### config.mk
export PLATFORM = sky130hd
export DESIGN_NAME = tablo_serilestirici
export DESIGN_NICKNAME = d
export VERILOG_FILES = /design/src/rtl/seri_paket.sv /design/src/rtl/bit_suresi_sayaci.sv /design/src/rtl/tablo_serilestirici.sv
export SDC_FILE = /design/constraint.sdc
export NUM_CORES = 1
export LEC_CHECK = 0
export BUFFER_PORTS_ARGS = -buffer_cell sky130_fd_sc_hd__buf_2
export CAP_MARGIN = 20
export CORE_MARGIN = 2
export CORE_UTILIZATION = 40
export DETAILED_ROUTE_END_ITERATION = 8
export SYNTH_ARGS = -nofsm -noshare
export SYNTH_HDL_FRONTEND = slang
export SYNTH_SLANG_ARGS = --single-unit
### constraint.sdc
create_clock -name clk -period 3.15 [get_ports clk]
set_input_delay 0.945 -clock clk [delete_from_list [all_inputs] [get_ports clk]]
set_output_delay 0.945 -clock clk [all_outputs]
set_load 0.03 [all_outputs]
### src/rtl/seri_paket.sv
// Shared definitions for the frame serializer: FSM encoding and default sizing.
package seri_paket;

   localparam int VARSAYILAN_GENISLIK   = 10;
   localparam int VARSAYILAN_BIT_SURESI = 1;

   typedef enum logic [1:0] {
      BOS    = 2'd0,
      GONDER = 2'd1,
      BITTI  = 2'd2
   } durum_t;

   // Index width that stays at least one bit wide for single-bit frames.
   function automatic int isaretci_genislik(input int g);
      return (g > 1) ? $clog2(g) : 1;
   endfunction

endpackage

### src/rtl/bit_suresi_sayaci.sv
// Bit-period counter: emits a one-cycle tick every BIT_SURESI enabled cycles.
module bit_suresi_sayaci #(
   parameter int BIT_SURESI = 1
) (
   input  logic clk,
   input  logic rst_n,
   input  logic etkin,
   output logic tik
);

   localparam int SW = (BIT_SURESI > 1) ? $clog2(BIT_SURESI) : 1;

   logic [SW-1:0] sayac_q, sayac_d;

   assign tik = etkin && (sayac_q == SW'(BIT_SURESI - 1));

   // Counter restarts whenever disabled so every frame begins with a full period.
   always_comb begin
      sayac_d = sayac_q + SW'(1);
      if (!etkin || tik) sayac_d = '0;
   end

   always_ff @(posedge clk or negedge rst_n) begin
      if (!rst_n) sayac_q <= '0;
      else        sayac_q <= sayac_d;
   end

endmodule

### src/rtl/tablo_serilestirici.sv
// LSB-first frame serializer: captures a parallel frame on start and shifts it out.
module tablo_serilestirici
   import seri_paket::*;
#(
   parameter int GENISLIK   = VARSAYILAN_GENISLIK,
   parameter int BIT_SURESI = VARSAYILAN_BIT_SURESI
) (
   input  logic                                   clk,
   input  logic                                   rst_n,
   input  logic                                   baslat,
   input  logic [GENISLIK-1:0]                    tablo,
   output logic                                   bit_cikis,
   output logic                                   gecerli,
   output logic [isaretci_genislik(GENISLIK)-1:0] isaretci,
   output logic                                   mesgul,
   output logic                                   bitti_mi
);

   localparam int IW = isaretci_genislik(GENISLIK);

   durum_t              durum_q;
   logic [GENISLIK-1:0] cerceve_q;
   logic [IW-1:0]       isaretci_q, isaretci_d;
   logic                bit_q, gecerli_q, bitti_q;
   logic                tik;

   bit_suresi_sayaci #(.BIT_SURESI(BIT_SURESI)) u_sayac (
      .clk   (clk),
      .rst_n (rst_n),
      .etkin (durum_q == GONDER),
      .tik   (tik)
   );

   assign isaretci_d = isaretci_q + IW'(1);

   always_ff @(posedge clk or negedge rst_n) begin
      if (!rst_n) begin
         durum_q    <= BOS;
         cerceve_q  <= '0;
         isaretci_q <= '0;
         bit_q      <= 1'b0;
         gecerli_q  <= 1'b0;
         bitti_q    <= 1'b0;
      end else begin
         bitti_q <= 1'b0;
         case (durum_q)
            BOS: if (baslat) begin
               cerceve_q  <= tablo;
               isaretci_q <= '0;
               bit_q      <= tablo[0];
               gecerli_q  <= 1'b1;
               durum_q    <= GONDER;
            end
            GONDER: if (tik) begin
               // Last bit held its full period: stop without wrapping the index.
               if (isaretci_q == IW'(GENISLIK - 1)) begin
                  bit_q     <= 1'b0;
                  gecerli_q <= 1'b0;
                  bitti_q   <= 1'b1;
                  durum_q   <= BITTI;
               end else begin
                  isaretci_q <= isaretci_d;
                  bit_q      <= cerceve_q[isaretci_d];
               end
            end
            BITTI:   durum_q <= BOS;
            default: durum_q <= BOS;
         endcase
      end
   end

   assign bit_cikis = bit_q;
   assign gecerli   = gecerli_q;
   assign isaretci  = isaretci_q;
   assign bitti_mi  = bitti_q;
   assign mesgul    = (durum_q != BOS);

endmodule

# Yosys cells after proc, flatten, opt, wreduce, memory -nomap -nowiden
# Index checks and enable logic that the tools add are counted.
# word_totals
regBits,20
latchBits,0
mem_bits_rw,0
romBits,0
inputBits,13
output_inout_bits,8
wordCells,50
memories,0
# op_classes
addsub,2
n_mul,0
n_div,0
order_cmp,1
eq_ne,6
shifts,0
n_mux,22
bitwise_logic,1
n_reduce_logical,11
# ops
cell,n
$mux 4,3
$mux 1,11
$ne 2x2->1 const B,4
$pmux 4 s2,1
$reduce_and 4->1,2
$mux 2,3
$reduce_and 3->1,2
$lt 4x5->1 const B,1
$add 4x1->4 const B,1
$bmux 1 s4,1
$eq 4x4->1 const B,1
$pmux 1 s2,2
$pmux 2 s2,1
$reduce_bool 2->1,2
$eq 2x1->1 const B,1
$logic_not 2->1,1
$reduce_and 2->1,1
$add 1x1->1 const B,1
$logic_and 1x1->1,1
$logic_not 1->1,1
$logic_or 1x1->1,1
$not 1->1,1

# Logic depth before layout (Yosys ltp)
# Gate-level depths: netlist of run 1.
# logic_depth
ltp_word,6
mapped_depth,6
mapped_depth_nobuf,6

# Cells and area by module
# Synthesis of run 1 repeated with hierarchy kept, for this count alone.
# hier_totals
hier_cells,83
area_unflattened_um2,996.0
# modules_own_cells
module,n_inst,cells_each,area_per_inst_um2,seq_area_each_um2
tablo_serilestirici,1,80,953.4,475.5
bit_suresi_sayaci,1,3,42.5,25.0

# Least setup slack after synthesis of run 1
# OpenSTA, ideal clock, no wires.
# synth_path
kind,in2reg
start,input port baslat
end,register cerceve_q[1]
setup_time_ns,0.127
arrival_time_ns,1.617
t_required_ns,3.023
slack_ns,1.406
cell_stages,4
path_buffers,1
cell_sequence,inv_1 > nor2_1 > buf_8 > mux2_1
# synth_between
elab_chain_len,1
# synth_lines
element,line,rtl
"start, declared",tablo_serilestirici.sv:10,"input logic baslat,"
$reduce_and 2->1 (no line),--,
"end signal, assigned",tablo_serilestirici.sv:48,cerceve_q <= tablo;
"end, declared",tablo_serilestirici.sv:22,logic [GENISLIK-1:0] cerceve_q;
# Every way passes these cells.
# A chain may end at the register's enable or synchronous reset.

# Worst setup path after layout of run 1
# layout_path
start,register durum_q[1]
end,output port mesgul
# layout_between
elab_chain_len,1
# layout_lines
element,line,rtl
"start, declared",tablo_serilestirici.sv:21,durum_t durum_q;
"start signal, assigned",tablo_serilestirici.sv:38,durum_q <= BOS;
"start signal, assigned",tablo_serilestirici.sv:52,durum_q <= GONDER;
"start signal, assigned",tablo_serilestirici.sv:60,durum_q <= BITTI;
$reduce_bool 2->1,tablo_serilestirici.sv:76,assign mesgul = (durum_q != BOS);
"end, declared",tablo_serilestirici.sv:15,"output logic mesgul,"
# Every way passes these cells.

==> metrics list, run 1 <==
- Post-route clock skew: about 0.00087 ns
- The first detailed-routing pass took 4 iterations.
- Worst hold path type: reg -> reg
* Reg clk slew, reported paths: ~0.11 ns
* Initial core utilization: 43.17%
* Final worst-path setup slack: around 1.0 ns
* Critical-path cell with the highest stage delay: dfrtp_1
- Number of DRC violations after detailed-routing iteration 0: 6
- The number of setup buffers added after CTS is 0.
* Worst-case vdd ir drop: ~500 uV
- Registers are responsible for approximately two fifths of the overall power.
- Aggregate global routing overflow: 0
- Proportion of power drawn by combinational gates: around 43%
* Unrepaired setup endpoints after global routing: no
- Dominant register cell in the synthesized netlist: dfrtp_1
* Fraction of final layout cells with drive strength greater than 1: a little under a third
- Cell area after technology mapping: ~1000 sq um
* Vias in the first global route: 633
* Hpwl dp: roughly 1300 um
* Number of synthesized flops with an enable pin: 0
- Average wire per standard cell: around 13 um
- Adding up every negative setup slack in the final design gives 0 ns.
* Post-placement cell area: ~1100 sq um
* Top Ports: 21
- Top delay family on crit path: flip-flops
- Final worst hold slack: 0.4919 ns
- Before CTS, the worst setup slack after placement is around 1.3 ns.
- Most common library cells after synthesis: dfrtp_1 (20), mux2_1 (10), a21oi_1 (4), inv_1 (4), nor3b_1 (3)
* Longest Clk Path Bufs: 2
- In this run the horizontal extent of the chip is roughly 53 um.
- For this run, the slowest stage of the critical path takes 0.43 ns.
* Largest net degree at the start of global routing: 21
- Buffer cell driving the clock tree root: clkbuf_4
* Final Instance Count excl. Fillers: approximately 130
* Highest net fanout along the worst path: 5
- Type of origin of the critical path: register
* Switching Share: 35.64%
* Clock group share of total power: a little under a fifth
- The number of antenna violations at the first check in global routing was 0.
- The die is about 53 um tall.
* Aggregate routed wire length: between 1500 and 2000 um
- The number of buffers and inverters on the critical path is 1.
- Share of async-settable or async-resettable flops after synthesis: 100.0%
- Syn_area_per_cell: approximately 13 sq um
- The share of the Yosys chip area taken by registers is a little over 50%.
- Worst path required time: roughly 2.2 ns
* Number of synthesis warnings: 0
- Derived from the worst setup path, the maximum achievable clock frequency is approximately 470 MHz.
- Power density relative to cell area: just over 1000 nW/um^2
- Instance count after placement with tap cells included: 121
- Global routing used under 10% of the available met3 tracks.
* Portion of synthesized cell area occupied by the leading cell type: 51.41%
* Most frequent cell after synthesis: dfrtp_1
- Critical Setup Path Class: reg -> out
- Port buffering added 20 buffers.
* Synth Instances: 74
- Clock latency on the worst-skew pair: 0.30 ns
- Global routing used approximately 14% of the available tracks.
- The flow ran to the end, and the final reports show no timing, DRC or antenna violations.
* Diodes inserted: 0
- Critical path cell sequence: or2_1 -> buf_2
* Total CTS buffers: 3
* Leakage power summed over all cells: ~0.56 nW
- The initialized floorplan defines 17 standard-cell rows.
* Number of routed nets with antenna violations: 0
* Post-synth net total: between 80 and 90
* Total core area: between 2000 and 2500 sq um
- Summed over all instances, the cell type with the most area after synthesis is dfrtp_1.
- For this run, the post-layout net count is roughly 110.
- Maximum level of the CTS H-tree: 1
- Routed via count divided by cell count: around 5.1
* Final core utilization: between 50% and 60%
- Largest cells by area after synthesis: dfrtp_1 (51%), mux2_1 (12%), mux4_1 (5.4%)
* Die area: 2844 sq um
* # setup viols final: 0
- STA classifies the critical path endpoint as a primary output.
* Area delta synth->final: 17.35%
- Distinct cell type count of the synthesized netlist: 27
- The first global-routing pass estimated 2760 um of wire.
- Switch Pwr: just over 0.4 mW
* Via count: ~640
* Number of fill cells: around 220
- Total count of hold-check failures in the final report: 0
- The number of pins exceeding their max-slew limit in the final report is 0.
- Grt peak-use layer: met2
- In the global route stage, met1 resource usage came out at 16.67%.
- Clock sink count: 20
- Pwr Total: 1.150 mW
* Global placement routability congestion: 0.8182
- Across the run, the number of max-cap violations was 0.
* Post-detailed-route DRC marker count: 0
* Register bit count reported by yosys: 20
- After routing the design area is 1142 sq um.
- Arrival time at the worst endpoint: 1.16 ns
- The routed design could run at a clock period as short as between 2 and 2.5 ns.
- P_int: between 0.7 and 0.8 mW
- After clock tree synthesis, the flow added hold-fix buffers numbering 0.
* Met2 Use GR: between 20% and 30%
* Clock tree from TritonCTS: yes
- # resized after CTS: 0
* Portion of the clock cycle consumed by the worst path in the final layout: around 67%
-- logic make-up after synthesis --
family                     share of synthesized area (%)
and+or+nand+nor                                    10.28
adders and majority gates                          2.570
buffers and inverters                              4.241
DFF                                                51.41
other                                             0.3852
muxes                                              21.34
AOI/OAI and AO/OA                                  7.969
xor gates and xnor gates                           1.800
-- path summary, 6_finish.rpt --
kind                         startpoint  depth (start not counted)  slack (ns)            to
min reg2reg                cerceve_q[1]                          1        0.49  cerceve_q[1]
max                          durum_q[1]                          2        1.04        mesgul
min                        cerceve_q[1]                          1        0.49  cerceve_q[1]
max reg2reg                 isaretci[0]                          5        1.40     bit_cikis
max in group asynchronous         rst_n                          1        2.28     bit_cikis
min in group asynchronous         rst_n                          1        0.56   isaretci[0]
-- flip-flops by register name (all words and copies together) (netlist names) --
signal,count
isaretci,4
gecerli,1
bitti_mi,1
cerceve_q,10
durum_q,2
u_sayac.sayac_q,1
bit_cikis,1
-- layer usage --
layer	vias to the layer above	part of all wire, %	wire (um)
met5	-	0	0
met4	0	0.61	10
met3	2	4.9	81
met2	18	51	833
met1	314	44	718
li1	309	-	-
-- layout by cell type (no fill, tap or decap), types with 2 or more instances in the layout --
master / instances
inv_1: 4
nor3b_1: 3
mux2_1: 10
o22ai_1: 2
nor2_1: 2
ha_1: 2
o21ai_1: 2
buf_2: 20
clkbuf_4: 3
mux2_2: 2
mux4_1: 2
mux2i_1: 2
a21o_1: 2
xnor2_1: 2
nand2b_1: 2
a21oi_1: 4
dfrtp_1: 20
nand3_1: 2
-- cell type report --
class	count	area, sq um	area share (%)
Inverter	4	15.01	1.314
Sequential cell	20	500.5	43.81
Clock inverter	1	30.03	2.629
Timing Repair Buffer	21	107.6	9.419
Tap cell	28	35.03	3.067
Clock buffer	3	22.52	1.972
Multi-Input combinational cell	48	431.7	37.79
-- power by group through the flow --
stage / clock (mW) / sequential (mW) / combinational [mW]
2_1_floorplan: 0 / 0.485 / 0.362
4_1_cts: 0.215 / 0.442 / 0.509
3_5_place_dp: 0 / 0.447 / 0.507
6_report: 0.210 / 0.441 / 0.499
5_1_grt: 0.227 / 0.457 / 0.552
3_3_place_gp: 0 / 0.444 / 0.496
Note: power is estimated with default switching activity, not from simulation.
==> inputs of run 2 (changes only) <==
Settings changed: ABC_AREA set to 1.
Clock period 3.15 ns to 2.1 ns, I/O delays scaled along.
==> metrics list, run 2 <==
- Buffers inserted during post-CTS setup optimization: 0 (unchanged)
- The number of antenna violations at the first check in global routing is 0 (unchanged).
- Outcome: complete, no violations (unchanged).
- Number of routed nets with antenna violations: 0 (unchanged)
* Global-route wire length before repair: 3339 um (was 2760 um)
- Dominant register cell in the synthesized netlist: dfrtp_1 (unchanged)
- The classification of the worst setup path was reg -> out (unchanged).
- Most used cells in the layout excluding fill and tap cells: inv_1 (21), dfrtp_1 (20), buf_2 (20), nor2_1 (16), nand2_1 (16) (was dfrtp_1 (20), buf_2 (20), mux2_1 (10), inv_1 (4), a21oi_1 (4))
- The number of primary I/O pins is 21 (unchanged).
- The die area was 2841 sq um (was 2844 sq um).
- Dominant combinational cell family by area after synthesis: simple AND/OR/NAND/NOR gates (was multiplexers)
- The logic gate share of total power is 50.7% (was 43.4%).
- The count of buffers inserted at the top-level ports is 20 (unchanged).
- The leakage power of the design is 0.6123 nW (was 0.5552 nW).
- Area delta synth->final: 14.80% (was 17.35%)
- Area of the multi-input gates: 371.6 sq um (was 431.7 sq um)
* Hpwl dp: 1438 um (was 1278 um)
- The global placer's final weighted congestion is 0.8894 (was 0.8182).
* Post-synthesis xor/xnor area fraction: 3.604% (was 1.799%)
* Most frequent cell after synthesis: inv_1 (was dfrtp_1)
* Total routing usage reported by global routing: 16.78% (was 13.98%)
- The least setup slack across all paths after layout was 0.3644 ns (was 1.041 ns).
* Reg with most FFs: cerceve_q (unchanged)
* Pwr Total: 1.648 mW (was 1.150 mW)
* Switching Share: 45.12% (was 35.64%)
- Worst setup slack after placement: 0.5316 ns (was 1.296 ns)
- The instance count of the mapped netlist was 115 (was 74).
- Largest cells by area after synthesis: dfrtp_1 (51%), inv_1 (8.1%), nand2_1 (6.2%) (was dfrtp_1 (51%), mux2_1 (12%), mux4_1 (5.4%)).
* Type of destination of the critical path: primary output (unchanged)
- Worst path required time: 1.47 ns (was 2.20 ns)
- Routed via count divided by cell count: 4.683 (was 5.144)
* Arithmetic-cell share of the synthesized area counting full adders, half adders and majority gates: 2.574% (was 2.571%)
- The number of failing hold endpoints at the final stage was 0 (unchanged).
- Largest net degree at the start of global routing: 21 (unchanged)
* Number of DRC violations after detailed-routing iteration 0: 7 (was 6)
- Top achievable clock speed: a little under 600 MHz
- Aggregate global routing overflow: 0 (unchanged)
- The total DRC errors in the routed layout was 0 (unchanged).
* Aggregate routed wire length: 1839 um (was 1644 um)
- The combined area of all synthesized cells is 972.2 sq um (was 973.4 sq um).
* Part of the power in registers: 38.2% (was 38.3%)
- Worst hold path type: in -> async (was reg -> reg)
* Final core utilization: 49.50% (was 50.67%)
* Number of maximum-capacitance constraint violations: 0 (unchanged)
- Most common library cell in the layout ignoring fill and taps: inv_1
- The total CTS buffers is 3 (unchanged).
- Fraction of final layout cells with drive strength greater than 1: 21.32% (was 31.96%)
* Register bit count reported by yosys: 20 (unchanged)
- The sequential element share of the synthesized area was 51.48% (was 51.41%).
- The core outline area is 2255 sq um (unchanged).
- The library cell with the largest summed area after synthesis is dfrtp_1 (unchanged).
- Unrepaired setup endpoints after global routing: no (unchanged).
* Buffer cell driving the clock tree root: clkbuf_4 (unchanged)
- The number of H-tree branching levels came to 1 (unchanged).
- The final-layout setup total negative slack came to 0 ns (unchanged).
- The mean cell area of the mapped netlist was 8.454 sq um (was 13.15 sq um).
- Type of origin of the critical path: register (unchanged)
- The number of enable-type register cells in the synthesized netlist came to 0 (unchanged).
- The register-to-register setup slack was 0.52 ns (was 1.40 ns).
* Final #Nets: 153 (was 113)
* Highest net fanout along the worst path: 3 (was 5)
- Hold buffers post-CTS: 0 (unchanged)
* P_int: 0.9044 mW (was 0.7398 mW)
- Die height: 53.30 um (was 53.33 um)
* Worst-case vdd ir drop: 658.7 uV (was 497.1 uV)
- Final Critical Period: around 1.7 ns
- The insertion delay of the later-clocked pin in the worst-skew pair was 0.29 ns (was 0.30 ns).
- Diodes inserted: 0 (unchanged)
- Power density relative to cell area: 1477 nW/um^2 (was 1006 nW/um^2)
- Number of flip-flops in the largest register: 10 (unchanged)
- Synthesized-area fraction occupied by and/or/nand/nor cells: 19.18% (was 10.28%)
* Portion of synthesized cell area occupied by the leading cell type: 51.48% (was 51.41%)
* Via count: 768 (was 643)
* Post-route clock skew: 0.002377 ns (was 0.0008683 ns)
* Number of search-and-repair iterations in the first detailed-routing pass: 4 (unchanged)
* Longest Clk Path Bufs: 2 (unchanged)
* Number of synthesis warnings: 0 (unchanged)
- The clock sink count came to 20 (unchanged).
- The proportion of power drawn by the clock network is 11.0% (was 18.3%).
- Share of async-settable or async-resettable flops after synthesis: 100.0% (unchanged)
- The post-synthesis net count came to 130 (was 89).
- The cell row count came to 17 (unchanged).
- The number of pins exceeding their max-slew limit in the final report was 0 (unchanged).
- Sequential cell area: 500.5 sq um (unchanged)
- Initial core utilization: 43.12% (was 43.17%)
- The data arrival time at the worst-slack endpoint came to 1.11 ns (was 1.16 ns).
* Number of fill cells: 232 (was 223)
- Most common library cells after synthesis: inv_1 (21), dfrtp_1 (20), nand2_1 (16), nor2_1 (16) (was dfrtp_1 (20), mux2_1 (10), a21oi_1 (4), inv_1 (4), nor3b_1 (3))
* Average wire per standard cell: 11.21 um (was 13.15 um)
* Horiz. Die Dim: 53.30 um (was 53.33 um)
- Portion of the clock cycle consumed by the worst path in the final layout: between 80% and 90%
- Vias in the first global route: 732 (was 633)
* Distinct cell type count of the synthesized netlist: 19 (was 27)
* # resized after CTS: 0 (unchanged)
* Compound-cell area share of the yosys netlist: 10.17% (was 7.969%)
- The clock tree from TritonCTS is yes (unchanged).
- Mux cell area share after synthesis: 2.317% (was 21.34%)
- The setup violation total in the final timing report is 0 (unchanged).
- Reg clk slew, reported paths: 0.11 ns (about the same)
* Switch Pwr: 0.7435 mW (was 0.4097 mW)
[run 2: cell count changes in the layout (fill, tap and decap cells not counted), moves of 6 or more]
| cell | before | now |
|---|---|---|
| nand2_1 | 1 | 16 |
| a21oi_1 | 4 | 10 |
| inv_1 | 4 | 21 |
| nand3_1 | 2 | 10 |
| mux2_1 | 10 | 0 |
| nor2_1 | 2 | 16 |
[run 2: layout make-up]
cell class	count	area share, %
Clock buffer	3	2.018
Multi-Input combinational cell	71	33.30
Timing Repair Buffer	21	9.641
Inverter	21	7.063
Tap cell	28	3.139
Sequential cell	20	44.84
[run 2: routing by layer]
metal	GRT usage, %	share of wire [%]	vias to the layer above
met3	3.672	4.4	4
met2	24.49	46	15
met1	22.65	48	347
met4	9.402	1.8	0
li1	-	-	402
met5	0	0	-
[run 2: worst paths after layout]
path,from,endpoint,cells after the start
setup / recovery,durum_q[1],mesgul,3
hold / removal,rst_n,durum_q[1],1
setup reg to reg,isaretci[0],bit_cikis,7
hold reg to reg,u_sayac.sayac_q,durum_q[1],1
max in group asynchronous,rst_n,isaretci[0],1
min in group clk,u_sayac.sayac_q,durum_q[1],1
[run 2: logic make-up after synthesis]
| family | count (synthesis) |
|---|---|
| other | 1 |
| AND/OR/NAND/NOR | 45 |
| XOR/XNOR | 4 |
| buffers and inverters | 24 |
| adder cells (fa/ha/maj) | 2 |
| AO/OA/AOI/OAI | 17 |
| flip-flops | 20 |
| multiplexers | 2 |
[run 2: worst max-delay path, stage by stage (launching register included)]
cell     delay (ns)
dfrtp_1        0.42
nor2_1         0.14
inv_1          0.07
buf_2          0.18
[run 2: metrics by stage]
stage	hold WS [ns]	instance area, sq um	instances
2_1_floorplan	0.3344	972.2	115
3_3_place_gp	0.4809	1094	161
3_5_place_dp	0.4827	1094	161
4_1_cts	0.2730	1116	164
5_1_grt	0.2713	1116	164
6_report	0.2581	1116	164
[run 2: power groups by stage]
stage	sequential (mW)	combinational (mW)	clock, mW
after floorplan	0.714	0.583	0
after global routing	0.656	0.967	0.215
final	0.630	0.836	0.181
after detailed placement	0.641	0.842	0
after global placement	0.634	0.831	0
after CTS	0.632	0.848	0.187
==> inputs of run 3 (changes only) <==
Settings changed: ABC_AREA 1 to 0.
Clock period 2.1 ns to 1.5 ns, I/O delays scaled along.
==> metrics list, run 3 (synthesized netlist as in run 1, its figures left out) <==
- The maximum number of pins on one net before global-route repair was 21 (unchanged).
* Hpwl dp: 1285 um (was 1438 um)
* Area delta synth->final: 38.05% (was 14.80%)
* Diodes inserted: 0 (unchanged)
- The first-iteration detailed-routing DRC count was 3 (was 7).
- Worst setup path endpoint: isaretci[0] (was mesgul)
- The leftover overflow at the end of global routing came to 0 (unchanged).
- The layer with the highest usage after global routing was met2 (unchanged).
- Unrepaired setup endpoints after global routing: yes (was no).
* Most used cells in the layout excluding fill and tap cells: dfrtp_1 (18), buf_2 (17), mux2_4 (11), buf_4 (9) (was inv_1 (21), dfrtp_1 (20), buf_2 (20), nor2_1 (16), nand2_1 (16))
* Number of routed nets with antenna violations: 0 (unchanged)
- Worst hold path type: in -> async (unchanged)
* Highest net fanout along the worst path: 6 (was 3)
* Type of destination of the critical path: primary output (unchanged)
- The detailed-route wire length per cell was 14.21 um (was 11.21 um).
- The count of cells along the worst register-to-register path came to 5 (was 7).
* Post-route clock skew: 0.006133 ns (was 0.002377 ns)
- The global placer's final weighted congestion came to 0.7644 (was 0.8894).
- Worst setup path startpoint: isaretci[0] (was durum_q[1])
- The final-layout setup total negative slack came to -0.2227 ns (was 0 ns).
- Antenna violations before repair: 0 (unchanged)
* Sequential cell area: 503.0 sq um (was 500.5 sq um)
* Type of origin of the critical path: register (unchanged)
* Post-placement cell area: 1156 sq um (was 1094 sq um)
- The met2 usage came to 23.05% (was 24.49%).
- For this run, the top clock speed supported by timing is ~640 MHz.
- The final design instance area without fill is 1344 sq um (was 1116 sq um).
* Post-detailed-route DRC marker count: 0 (unchanged)
* Grt met3 use: 2.542% (was 3.672%)
* Critical-path cell with the highest stage delay: dfrtp_2 (was dfrtp_1)
* Worst setup slack after placement: -0.1397 ns (was 0.5316 ns)
- The count of buffers inserted at the top-level ports was 20 (unchanged).
- Counting stages on the worst path, the most repeated cell is buf_4.
- The power consumption is 2.871 mW (was 1.648 mW).
* Arrival time at the worst endpoint: 1.12 ns (was 1.11 ns)
* Total count of hold-check failures in the final report: 0 (unchanged)
- The via density per instance was 5.059 (was 4.683).
* Clock latency on the worst-skew pair: 0.30 ns (was 0.29 ns)
* Longest Clk Path Bufs: 2 (unchanged)
- The classification of the worst setup path was reg -> out (unchanged).
- # setup viols final: 4 (was 0)
- Final worst hold slack: 0.06935 ns (was 0.2581 ns)
- The first-pass GRT wire length is 2870 um (was 3339 um).
* Critical path cell sequence: buf_4 -> buf_4 (was nor2_1 -> inv_1 -> buf_2)
- Most common library cell in the layout ignoring fill and taps: dfrtp_1 (was inv_1)
- The die outline width was 53.33 um (was 53.30 um).
* Total routing usage reported by global routing: 14.61% (was 16.78%)
- The count of max-cap constraint violations came to 0 (unchanged).
- The global routing met1 resource utilization was 17.83% (was 22.65%).
- Reg with most FFs: cerceve_q (unchanged)
- The number of H-tree branching levels was 1 (unchanged).
- Bufs and invs on worst path: 2 (unchanged)
- Die height: 53.33 um (was 53.30 um)
* Buffer cell driving the clock tree root: clkbuf_4 (unchanged)
- Final Instance Count excl. Fillers: 136 (was 164)
- The final core utilization is 59.60% (was 49.50%).
* Area of the multi-input gates: 511.7 sq um (was 371.6 sq um)
- The number of primary I/O pins was 21 (unchanged).
- Portion of the clock cycle consumed by the worst path in the final layout: 104.7%
* Clock tree from TritonCTS: yes (unchanged)
- Worst-case vdd ir drop: 1143 uV (was 658.7 uV)
- The cell row count is 17 (unchanged).
- Number of search-and-repair iterations in the first detailed-routing pass: 4 (unchanged)
* Final Critical Period: around 1.6 ns
- The total wire length came to 1933 um (was 1839 um).
* Outcome: finished with violations (was complete, no violations)
- Top delay family on crit path: flip-flops (unchanged)
- The number of pins exceeding their max-slew limit in the final report came to 0 (unchanged).
- Reg clk slew, reported paths: 0.11 ns (about the same)
* Total CTS buffers: 3 (unchanged)
- Worst reg2reg path endpoint: bit_cikis (unchanged)
* Number of flip-flops in the largest register: 10 (unchanged)
- Instance count after placement with tap cells included: 126 (was 161)
* Final worst-path setup slack: -0.07015 ns (was 0.3644 ns)
* Initial core utilization: 43.17% (was 43.12%)
- The checks that failed: setup timing.
- The layout net count came to 124 (was 153).
- Fraction of final layout cells with drive strength greater than 1: 57.41% (was 21.32%)
* Vias in the first global route: 656 (was 732)
- The core outline area is 2255 sq um (unchanged).
- Leakage power summed over all cells: 0.6477 nW (was 0.6123 nW)
* Reg2Reg Launch Point: isaretci[0] (unchanged)
- The die area is 2844 sq um (was 2841 sq um).
- The data required time at the worst endpoint was 1.05 ns (was 1.47 ns).
- Number of cells on the critical path: 2 (was 3)
- The critical path's largest stage delay is 0.50 ns (was 0.42 ns).
- Via count: 688 (was 768)
* Hold buffers post-CTS: 0 (unchanged)
- The total power divided by cell area came to 2137 nW/um^2 (was 1477 nW/um^2).
- Clock sink count: 20 (unchanged)
* Register-to-register setup slack: -0.07 ns (was 0.52 ns)
- The number of fill cells was 200 (was 232).
==> run 3: how the worst min path moves through the flow <==
stage / startpoint / cells past startpoint / to / slack [ns]
3_3_place_gp: rst_n / 1 / cerceve_q[8] / 0.42
5_1_grt: rst_n / 1 / isaretci[3] / 0.09
4_1_cts: rst_n / 1 / isaretci[3] / 0.08
2_1_floorplan: rst_n / 0 / bit_cikis / 0.15
6_report: rst_n / 1 / isaretci[3] / 0.07
3_5_place_dp: rst_n / 1 / isaretci[3] / 0.42
==> run 3: cell type report <==
class                           instances  area share (%)
Clock buffer                            4           2.700
Inverter                                4           1.117
Multi-Input combinational cell         48           38.08
Sequential cell                        20           37.43
Tap cell                               28           2.607
Timing Repair Buffer                   32           18.06
==> run 3: where the power goes <==
part	switching, mW	internal (mW)	leakage, nW
clock	0.168	0.148	0.0210
sequential	0.183	0.768	0.238
combinational	0.646	0.958	0.389
total	0.997	1.87	0.648
==> run 3: timing repair <==
| item | 4_1_cts | 5_1_grt |
|---|---|---|
| endpoints found under the setup margin | 3 | 18 |
| buffers inserted | 4 | 1 |
| gates cloned | 0 | 1 |
| resized for setup | 10 | 12 |
| pin swaps | 2 | 1 |
==> run 3: layer usage <==
layer  share of wire (%)  up-vias
met2                  47       15
met4                 2.9        0
li1                    -      329
met1                  45      339
met3                 4.3        5
met5                   0        -
